$ cat config.mk
export PLATFORM = sky130hd
export DESIGN_NAME = mode_counter
export DESIGN_NICKNAME = d
export VERILOG_FILES = /design/src/rtl/mode_counter_pkg.sv /design/src/rtl/mode_counter_tick_prescaler.sv /design/src/rtl/mode_counter.sv
export SDC_FILE = /design/constraint.sdc
export NUM_CORES = 1
export LEC_CHECK = 0
export ABC_CLOCK_PERIOD_IN_PS = 3200
export CORE_MARGIN = 4
export CORE_UTILIZATION = 45
export CTS_CLUSTER_SIZE = 24
export DETAILED_ROUTE_END_ITERATION = 10
export PLACE_DENSITY = 0.75
export SKIP_CTS_REPAIR_TIMING = 1
export SLEW_MARGIN = 10
export SYNTH_ARGS = -nofsm -noshare
export SYNTH_HDL_FRONTEND = slang
export SYNTH_HIERARCHICAL = 1
export SYNTH_SLANG_ARGS = --single-unit
$ cat constraint.sdc
create_clock -name clk -period 3.2 [get_ports clk]
set_clock_uncertainty 0.1 [all_clocks]
set_input_delay 0.64 -clock clk [delete_from_list [all_inputs] [get_ports clk]]
set_output_delay 0.64 -clock clk [all_outputs]
set_load 0.01 [all_outputs]
$ cat src/rtl/mode_counter_pkg.sv
// Shared encodings for the mode counter: mode selects and one-shot FSM states.
package mode_counter_pkg;

  localparam logic [1:0] MODE_WRAP    = 2'b00;
  localparam logic [1:0] MODE_SAT     = 2'b01;
  localparam logic [1:0] MODE_ONESHOT = 2'b10;

  typedef enum logic [1:0] {
    ST_IDLE = 2'b00,
    ST_RUN  = 2'b01,
    ST_DONE = 2'b10
  } state_e;

endpackage

$ cat src/rtl/mode_counter_tick_prescaler.sv
// Step prescaler: emits one tick per prescale+1 enabled cycles; clear restarts the period.
module tick_prescaler #(
  parameter int PRE_W = 4
) (
  input  logic             clk,
  input  logic             reset,
  input  logic             enable,
  input  logic             clear,
  input  logic [PRE_W-1:0] prescale,
  output logic             tick
);

  localparam logic [PRE_W-1:0] PRE_ONE = PRE_W'(1);

  logic [PRE_W-1:0] pre_cnt_q, pre_cnt_d;

  assign tick = enable && (pre_cnt_q == prescale);

  always_comb begin
    pre_cnt_d = pre_cnt_q;
    if (clear || tick) begin
      pre_cnt_d = '0;
    end else if (enable) begin
      pre_cnt_d = pre_cnt_q + PRE_ONE;
    end
  end

  always_ff @(posedge clk) begin
    if (reset) begin
      pre_cnt_q <= '0;
    end else begin
      pre_cnt_q <= pre_cnt_d;
    end
  end

endmodule

$ cat src/rtl/mode_counter.sv
// Up/down counter with wrap, saturate and one-shot modes, prescaled stepping and
// registered tc/sat/busy status.
//
// state   | meaning
// ST_IDLE | one-shot not armed; count holds
// ST_RUN  | one-shot run in progress; busy=1
// ST_DONE | one-shot reached its bound; count holds
module mode_counter
  import mode_counter_pkg::*;
#(
  parameter int WIDTH = 8,
  parameter int PRE_W = 4
) (
  input  logic             clk,
  input  logic             reset,
  input  logic             enable,
  input  logic             load_valid,
  input  logic [WIDTH-1:0] load_value,
  input  logic [WIDTH-1:0] limit,
  input  logic             up_down,
  input  logic [1:0]       mode,
  input  logic [PRE_W-1:0] prescale,
  input  logic             start,
  output logic [WIDTH-1:0] count,
  output logic             tc,
  output logic             sat,
  output logic             busy
);

  localparam logic [WIDTH-1:0] CNT_ONE = WIDTH'(1);

  state_e           state_q, state_d;
  logic [WIDTH-1:0] count_q, count_d;
  logic             tc_q, tc_d;
  logic             sat_q, sat_d;
  logic             busy_q, busy_d;

  logic             tick;
  logic             is_oneshot;
  logic             start_os;
  logic             leaving;
  logic             boundary;
  logic [WIDTH-1:0] count_next;

  assign is_oneshot = (mode == MODE_ONESHOT);
  assign start_os   = start && is_oneshot;
  // The cycle that drops out of one-shot only parks the FSM; no step is applied.
  assign leaving    = !is_oneshot && (state_q != ST_IDLE);
  assign boundary   = up_down ? (count_q >= limit) : (count_q == '0);
  assign count_next = up_down ? (count_q + CNT_ONE) : (count_q - CNT_ONE);

  tick_prescaler #(.PRE_W(PRE_W)) u_prescaler (
    .clk      (clk),
    .reset    (reset),
    .enable   (enable),
    .clear    (load_valid || start_os),
    .prescale (prescale),
    .tick     (tick)
  );

  always_comb begin
    count_d = count_q;
    tc_d    = 1'b0;
    sat_d   = sat_q;
    state_d = is_oneshot ? state_q : ST_IDLE;

    if (load_valid) begin
      count_d = (load_value > limit) ? limit : load_value;
      sat_d   = 1'b0;
    end else if (start_os) begin
      count_d = up_down ? '0 : limit;
      state_d = ST_RUN;
    end else if (tick && !leaving) begin
      case (mode)
        MODE_SAT: begin
          if (boundary) begin
            count_d = up_down ? limit : '0;
            tc_d    = !sat_q;
            sat_d   = 1'b1;
          end else begin
            count_d = count_next;
            sat_d   = 1'b0;
          end
        end
        MODE_ONESHOT: begin
          if (state_q == ST_RUN) begin
            if (boundary) begin
              count_d = up_down ? limit : '0;
              tc_d    = 1'b1;
              state_d = ST_DONE;
            end else begin
              count_d = count_next;
            end
          end
        end
        default: begin
          if (boundary) begin
            count_d = up_down ? '0 : limit;
            tc_d    = 1'b1;
          end else begin
            count_d = count_next;
          end
        end
      endcase
    end

    if (mode != MODE_SAT) begin
      sat_d = 1'b0;
    end
    busy_d = (state_d == ST_RUN);
  end

  always_ff @(posedge clk) begin
    if (reset) begin
      state_q <= ST_IDLE;
      count_q <= '0;
      tc_q    <= 1'b0;
      sat_q   <= 1'b0;
      busy_q  <= 1'b0;
    end else begin
      state_q <= state_d;
      count_q <= count_d;
      tc_q    <= tc_d;
      sat_q   <= sat_d;
      busy_q  <= busy_d;
    end
  end

  assign count = count_q;
  assign tc    = tc_q;
  assign sat   = sat_q;
  assign busy  = busy_q;

endmodule

==> reports/results.ini <==
[run_status]
status=finished, final reports clean

[timing]
period_share_pct=89.95
timing.fmax_mhz=347.4
hold_viol_final=0
setup_viol=0
relSlewSlack_pct=34.66
tns_ps=0
period_needed_ps=2878
worstMarginPinSlew_ps=967.8
hold_ws_ps=469.1
rsz0062_at_grt=no
drv_slew=0

[grt]
grt_max_degree=15
grt_pass1_vias=1716
antenna_found_initial=0
grt_usage_pct=18.62
overflow=0
grt_pass1_wl_mm=7.721

[synthesis]
synth_area_sq_um=1732
synthTopCellsByArea=dfxtp_1, ha_1, xor2_1
avgSynthCellArea_sq_um=8.246
synth.top_cell.area_share_pct=19.65
synth_nets=264
synthArstFlopShare_pct=0
ys_warn_count=6
seq_area_frac_synth_pct=19.65
synth_seq_cells=17
synth.top_cells.by_count=ha_1, nand2_1, dfxtp_1
yosysMostFrequentCell=ha_1
synth_edf_count=0
synthesis.instances=210
yosys.area.top_type=dfxtp_1
ys.flop_type=dfxtp_1
synth.distinct_cells=50

[floorplanning]
fp.dieW_microns=70.04
std_cell_rows=22
chipHeight_microns=70.04
start_util_pct=46.95
core_sq_um=3689
ios=39
die_area_sq_um=4905

[setup_path]
path_delay_family=compound AO/OA/AOI/OAI gates
timing.setup.critical_path_class=in -> reg
r2r_cells=9
cp_num_buf_inv=2
r2r-end=count[2]$_SDFFE_PP0P_
critPathMostFrequentCell=a21o_1
path_cells=clkdlybuf4s50_1 > inv_1 > ha_1 > a21o_1 > a211oi_2 > a21o_1 > a31o_4 > o22ai_2 > a221o_1 > a32o_1
crit_fanout=3
endpoint_kind=flip-flop
r2r_slack_ps=700
crit_required_ps=3250
r2r-start=count[0]$_SDFFE_PP0P_
arrival_ps=2930
start_kind=input pin
max_stage_delay_ps=480
cp_slowest_cell=clkdlybuf4s50_1

[final_layout]
area_delta_synth_final_pct=30.64
drive_above_1_share_pct=8.594
n_fill_cell=352
antennaDiodeCount=0
finish.net_count=311
layout.cells.non_filler=304

[place]
place_inst=300
routabilityCongestion=0.8544
port_buffers=38
place_hpwl_mm=3.604

[clock_tree]
clock_sinks=17
clk_latency_ps=250
cts_tree=done
clk_pin_slew_ps=70
cts_buffer_depth=2
numCtsBuffers=3
cts_root_buf=clkbuf_8
cts_htree_levels=1

[power_and_ir_drop]
power_mw=0.7675
p_leak_nw=1.012
powerDensity_nw_per_um2=339.3
ir_worst_vdd_mv=0.1809

[hold_path]
hold_class=reg -> reg
holdPathStages=2
min_from=state_q[0]$_SDFF_PP0_
holdPathEnd=busy$_SDFF_PP0_

[routing]
wl_per_cell_microns=14.56
routed_wl_mm=4.425
vias=1774
via_per_inst=5.836
drtIter0Drc=116
route.detailed.drc=0
ant_nets=0
first_pass_iters=5

[flow_run]
cap_violations=0

## layer usage
layer / track usage [%] / vias to the layer above / wire length (microns)
met4: 2.979 / 0 / 21
met1: 24.40 / 827 / 1995
met2: 32.32 / 56 / 2167
li1: - / 887 / -
met5: 0 / - / 0
met3: 3.165 / 4 / 240
## cell type report
class	instances	area, sq um	area share (%)
Timing Repair Buffer	46	440.4	19.47
Clock inverter	1	5.005	0.2212
Inverter	15	56.30	2.489
Clock buffer	3	41.29	1.825
Multi-Input combinational cell	174	1319	58.30
Sequential cell	17	340.3	15.04
Tap cell	48	60.06	2.655
## stage by stage
| step | worst slack (ps) | area, sq um | utilization, % |
|---|---|---|---|
| 2_1_floorplan | 655.9 | 1732 | - |
| 3_3_place_gp | 78.55 | 2216 | 60.07 |
| 3_5_place_dp | 38.69 | 2216 | 60.07 |
| 4_1_cts | 302.9 | 2262 | 61.33 |
| 5_1_grt | 131.0 | 2262 | 61.33 |
| 6_report | 321.6 | 2262 | 61.33 |
## flip-flops by register name, indices dropped and copies added, names as in the netlist
register,flops
count,8
u_prescaler/pre_cnt_q,4
state_q,2
busy,1
sat,1
tc,1
## cell families (layout without fill, tap and decap cells)
| group | Yosys count | in the layout | synth area share (%) |
|---|---|---|---|
| compound gates | 68 | 68 | 29.19 |
| fa+ha+maj | 26 | 26 | 19.22 |
| buf+inv | 19 | 65 | 4.190 |
| xor+xnor | 15 | 15 | 7.587 |
| simple gates | 62 | 62 | 18.35 |
| flops | 17 | 17 | 19.65 |
| mux | 3 | 3 | 1.806 |
## worst max path at each step
stage / from / to / slack (ps) / cells after the start
floorplan: limit[6] / count[2]$_SDFFE_PP0P_ / 660 / 9
global placement: limit[6] / count[3]$_SDFFE_PP0P_ / 80 / 11
detailed placement: limit[6] / count[2]$_SDFFE_PP0P_ / 40 / 10
CTS: limit[6] / count[2]$_SDFFE_PP0P_ / 300 / 10
global route: limit[6] / count[3]$_SDFFE_PP0P_ / 130 / 11
finish: limit[6] / count[2]$_SDFFE_PP0P_ / 320 / 10
## power breakdown
part	total [mW]	switching, mW	internal [mW]
sequential	0.253	0.0265	0.226
combinational	0.354	0.171	0.183
clock	0.160	0.0742	0.0863
total	0.768	0.272	0.496
## cell usage in the layout, fill, tap and decap left out, types with 6 or more instances in the layout
master / Yosys / routed
a21oi_1: 14 / 14
inv_1: 15 / 15
clkdlybuf4s50_1: 0 / 38
xor2_1: 9 / 9
nand2_1: 19 / 19
nor2_1: 12 / 12
ha_1: 25 / 25
buf_4: 0 / 8
dfxtp_1: 17 / 17
xnor2_1: 6 / 6
a21o_1: 6 / 6
o21ai_0: 14 / 14
## tightest hold or removal path, delay by kind of cell, from the launching register on
| kind | cells | cell delay (ps) |
|---|---|---|
| DFF | 1 | 350 |
| and+or+nand+nor | 1 | 90 |
| AOI/OAI and AO/OA | 1 | 80 |
Note: power is estimated with default switching activity, not from simulation.
